--- src/rtl/decode_issue.sv ---
// decode_issue: decode/issue stage in front of the register file.
// Decodes a 32-bit instruction, checks a pending-write scoreboard and issues
// at most one instruction per cycle into a registered output slot.
module decode_issue #(
  parameter int AW       = 6,
  parameter int IW       = 32,
  parameter int STALL_CW = 16
) (
  input  logic                 clk,
  input  logic                 rst_n,
  input  logic                 in_valid,
  output logic                 in_ready,
  input  logic [IW-1:0]        in_instr,
  output logic                 out_valid,
  input  logic                 out_ready,
  output logic [5:0]           out_op,
  output logic [AW-1:0]        out_rd,
  output logic                 out_we,
  output logic [7:0]           out_imm,
  output logic [AW-1:0]        ra1,
  output logic [AW-1:0]        ra2,
  input  logic                 wb_valid,
  input  logic [AW-1:0]        wb_addr,
  output logic [(2**AW)-1:0]   busy_map,
  output logic [STALL_CW-1:0]  stall_cnt
);

  localparam int NR = 2**AW;

  logic [5:0]    op;
  logic [AW-1:0] rd;
  logic [AW-1:0] rs1;
  logic [AW-1:0] rs2;
  logic [7:0]    imm;
  logic          use1;
  logic          use2;
  logic          we_i;
  logic          hazard;
  logic          space;
  logic          issue;
  logic [NR-1:0] clr_mask;
  logic [NR-1:0] set_mask;
  logic [NR-1:0] busy_nxt;

  assign op  = in_instr[31:26];
  assign rd  = in_instr[20 +: AW];
  assign rs1 = in_instr[14 +: AW];
  assign rs2 = in_instr[8 +: AW];
  assign imm = in_instr[7:0];

  // Class decode from op[5:4] and hazard check against the registered scoreboard
  always_comb begin
    use1   = 1'b0;
    use2   = 1'b0;
    we_i   = 1'b0;
    case (op[5:4])
      2'b01: begin use1 = 1'b1; use2 = 1'b1; we_i = (rd != '0); end
      2'b10: begin use1 = 1'b1;              we_i = (rd != '0); end
      2'b11: begin use1 = 1'b1; use2 = 1'b1;                    end
      default: ;
    endcase
    hazard   = (use1 & busy_map[rs1]) | (use2 & busy_map[rs2]) | (we_i & busy_map[rd]);
    space    = !out_valid || out_ready;
    in_ready = space && !hazard;
    issue    = in_valid && in_ready;
  end

  // Scoreboard next state: clear on writeback first, then set on issue so set wins
  always_comb begin
    clr_mask = '0;
    set_mask = '0;
    if (wb_valid) clr_mask[wb_addr] = 1'b1;
    if (issue && we_i) set_mask[rd] = 1'b1;
    busy_nxt    = (busy_map & ~clr_mask) | set_mask;
    busy_nxt[0] = 1'b0;
  end

  // Output register: load on issue, drop valid when consumed, hold under backpressure
  always_ff @(posedge clk or negedge rst_n) begin
    if (!rst_n) begin
      out_valid <= 1'b0;
      out_op    <= '0;
      out_rd    <= '0;
      out_we    <= 1'b0;
      out_imm   <= '0;
      ra1       <= '0;
      ra2       <= '0;
    end else if (issue) begin
      out_valid <= 1'b1;
      out_op    <= op;
      out_rd    <= rd;
      out_we    <= we_i;
      out_imm   <= imm;
      ra1       <= rs1;
      ra2       <= rs2;
    end else if (out_ready) begin
      out_valid <= 1'b0;
    end
  end

  // Pending-write scoreboard
  always_ff @(posedge clk or negedge rst_n) begin
    if (!rst_n) busy_map <= '0;
    else        busy_map <= busy_nxt;
  end

  // Saturating count of cycles an offered instruction was held back
  always_ff @(posedge clk or negedge rst_n) begin
    if (!rst_n) begin
      stall_cnt <= '0;
    end else if (in_valid && !in_ready && (stall_cnt != '1)) begin
      stall_cnt <= stall_cnt + 1'b1;
    end
  end

endmodule

--- config.mk ---
export PLATFORM = sky130hd
export DESIGN_NAME = decode_issue
export DESIGN_NICKNAME = d
export VERILOG_FILES = /design/src/rtl/decode_issue.sv
export SDC_FILE = /design/constraint.sdc
export NUM_CORES = 1
export LEC_CHECK = 0
export ABC_AREA = 1
export BUFFER_PORTS_ARGS = -buffer_cell sky130_fd_sc_hd__buf_2
export CAP_MARGIN = 20
export CORE_ASPECT_RATIO = 1.25
export CORE_MARGIN = 2
export CORE_UTILIZATION = 53
export CTS_CLUSTER_DIAMETER = 100
export DETAILED_ROUTE_END_ITERATION = 6
export PLACE_DENSITY = 0.78
export SETUP_SLACK_MARGIN = 0.3
export SYNTH_ARGS = -nofsm -noshare
export SYNTH_HDL_FRONTEND = slang
export SYNTH_SLANG_ARGS = --single-unit
--- constraint.sdc ---
create_clock -name clk -period 3.7 [get_ports clk]
set_input_delay 0.74 -clock clk [delete_from_list [all_inputs] [get_ports clk]]
set_output_delay 0.74 -clock clk [all_outputs]
set_load 0.01 [all_outputs]
==> flow_summary.ini <==
[worst_setup_path]
crit_buf_inv = 4
criticalPathCategory = input pin to output port
crit_family = buffers and inverters
path_cells = buf_2 > inv_1 > nand3_1 > nand3_1 > nand2_1 > nand2_1 > nand3_1 > nand3b_1 > nand2_1 > nand2_1 > nand3_2 > inv_1 > buf_2
critical_path_required_ns = 2.96
endpoint_kind = output port
cp_max_fo = 18
slowest_delay_ns = 0.45
cp_slowest_cell = inv_1
worstPathArrival_ns = 2.46
cp_common_cell = nand2_1
startpoint_type = input pin
worst_r2r_path_depth = 17
cp.depth = 13

[pwr]
pwr-share-comb = 0.232
p_seq_frac = 0.385
p_sw_mw = 1.451
total_power_mw = 4.313
p_leak_nw = 4.941
p_int_mw = 2.862
p_clk_frac = 0.383
ir_drop_mv = 0.3275
power_switching_share = 0.3365
power_density_nw_per_um2 = 484.8

[sta]
setup_tns_ns = 0
finalCritPeriodShare = 0.8652
rsz0062_at_grt = false
max_slew_margin = 0.5274
setup_violations = 0
period_minus_slack_ns = 3.201
fmax_ghz = 0.3124
slew_viol_final = 0
worst_pin_slew_ns = 0.7068
finalHoldViolCount = 0
skew_ns = 0.008197

[routing]
via_per_inst = 5.710
post-route-drc-count = 2
totalWireLength_mm = 26.39
postRouteAntennaNets = 0
wl_per_cell_um = 17.53
dr_total_vias = 8593
dr.pass1.iters = 7
drt_iter0_drc = 1157

[cts]
post_cts_buffers = 0
cts_hold_buf = 0
cts_max_path_buffers = 2
cts_root_buf = clkbuf_16
post_cts_resized = 0
cts_tree = built
cts.sinks = 113
cts.clk_slew.worst_paths_ns = 0.05
numCtsBuffers = 17
h-tree-depth = 4
insertion_delay_ns = 0.42

[place]
dp_hpwl_mm = 18.29
globalplace.congestion = 0.9576
place.port_buffers = 156

[global_routing]
grt_max_degree = 68
antenna_found_initial = 0
grt_overflow = 0
grt_pass1_wl_mm = 40.80
grt_pass1_vias = 7572
track_usage = 0.3427

[floorplan]
start_util = 0.5440
rows = 48
die_h_um = 137.1
core_sq_um = 13810
io_pins = 158
dieArea_sq_um = 15150
dieWidth_um = 110.5

[finish]
drive_above_1_share = 0.1519
final_common_cell = nand2_1
final_cell_mix = nand2_1 (545), nand3_1 (196), buf_2 (155)
finalNetCount = 1367
antenna_cells = 0
area_growth_pct = 18.40
fill_cells = 1340

[synth]
syn-mean-instance-area_sq_um = 6.294
syn-instance-count = 1194
yosysWarnings = 0
syn_nets = 1241
synthDistinctLibCells = 24
synth_area_sq_um = 7515
yosysSeqAreaShare = 0.3763
ys_ff_latch = 113

[worst_hold_path]
worstHoldPathType = input pin to async pin

[job]
maxCapViolCount = 0

[run_status]
outcome = complete, but fails checks
violations = DRC
==> power by group through the flow <==
stage	logic [mW]	clock network (mW)	registers [mW]
floorplan	0.530	0	1.68
finish	1.00	1.65	1.66
detailed placement	0.996	0	1.66
global route	1.11	1.72	1.68
global placement	0.972	0	1.67
CTS	0.999	1.66	1.65
==> stage by stage <==
stage	setup WS, ns	cells	instance area [sq um]	hold slack, ns	utilization
2_1_floorplan	0.7392	1194	7515	0.4444	-
6_report	0.4989	1505	8897	0.3277	0.6441
4_1_cts	0.5058	1505	8897	0.3457	0.6441
3_3_place_gp	0.5156	1476	8322	0.4499	0.6024
5_1_grt	0.3314	1505	8897	0.3781	0.6441
3_5_place_dp	0.4826	1476	8322	0.4540	0.6024
==> worst paths after layout <==
check,startpoint,to,slack (ns)
worst max register to register,busy_map[28],ra2[4],1.21
worst max-delay path,in_instr[9],in_ready,0.50
worst min register to register,out_imm[7],out_imm[7],0.46
worst min-delay path,rst_n,ra1[1],0.33
min in group clk,out_imm[7],out_imm[7],0.46
max in group asynchronous,rst_n,stall_cnt[12],2.60
==> routing by layer <==
layer	vias up	share of wire	global-route usage
met2	506	0.47	0.5562
met3	91	0.10	0.07396
met5	-	0	0.006667
met4	0	0.038	0.1458
li1	4060	-	-
met1	3936	0.39	0.4461
==> logic make-up (layout without fill, tap and decap cells) <==
| family | Yosys count | in the layout | share of synthesized area |
|---|---|---|---|
| AO/OA/AOI/OAI | 69 | 69 | 0.04595 |
| XOR/XNOR | 13 | 13 | 0.01515 |
| adder cells (fa/ha/maj) | 4 | 4 | 0.006660 |
| buffers and inverters | 133 | 269 | 0.07992 |
| flip-flops | 113 | 113 | 0.3763 |
| other | 1 | 1 | 0.0004990 |
| AND/OR/NAND/NOR | 861 | 861 | 0.4755 |
==> sequential cells by signal, summed over array words and instances (netlist names) <==
register and flops:
busy_map 63, stall_cnt 16, out_imm 8, out_op 6
out_rd 6, ra1 6, ra2 6, out_valid 1
out_we 1
==> cells in the mapped netlist <==
cell type | number | area share
nor2_4 | 1 | 0.0015
buf_4 | 5 | 0.0050
nand3_2 | 2 | 0.0027
dfrtp_1 | 113 | 0.38
nand4_1 | 17 | 0.014
nand3b_1 | 2 | 0.0020
o21ai_0 | 65 | 0.043
o21ai_1 | 2 | 0.0013
nor2_1 | 78 | 0.039
inv_1 | 67 | 0.033
xor2_1 | 8 | 0.0093
conb_1 | 1 | 0.00050
a21oi_1 | 2 | 0.0013
nand3_1 | 196 | 0.13
nand2_1 | 545 | 0.27
ha_1 | 4 | 0.0067
buf_1 | 8 | 0.0040
nor3_1 | 19 | 0.013
buf_6 | 6 | 0.0090
inv_2 | 3 | 0.0015
or2_2 | 1 | 0.00083
buf_2 | 30 | 0.020
xnor2_1 | 5 | 0.0058
clkbuf_1 | 14 | 0.0070
==> layout make-up <==
class	count	area (sq um)	share of cell area
Clock buffer	23	467.9	0.05259
Clock inverter	6	107.6	0.01209
Inverter	70	262.8	0.02953
Multi-Input combinational cell	948	4086	0.4593
Sequential cell	113	2828	0.3178
Tap cell	175	219.0	0.02461
Timing Repair Buffer	170	925.9	0.1041
Note: power is estimated with default switching activity, not from simulation.
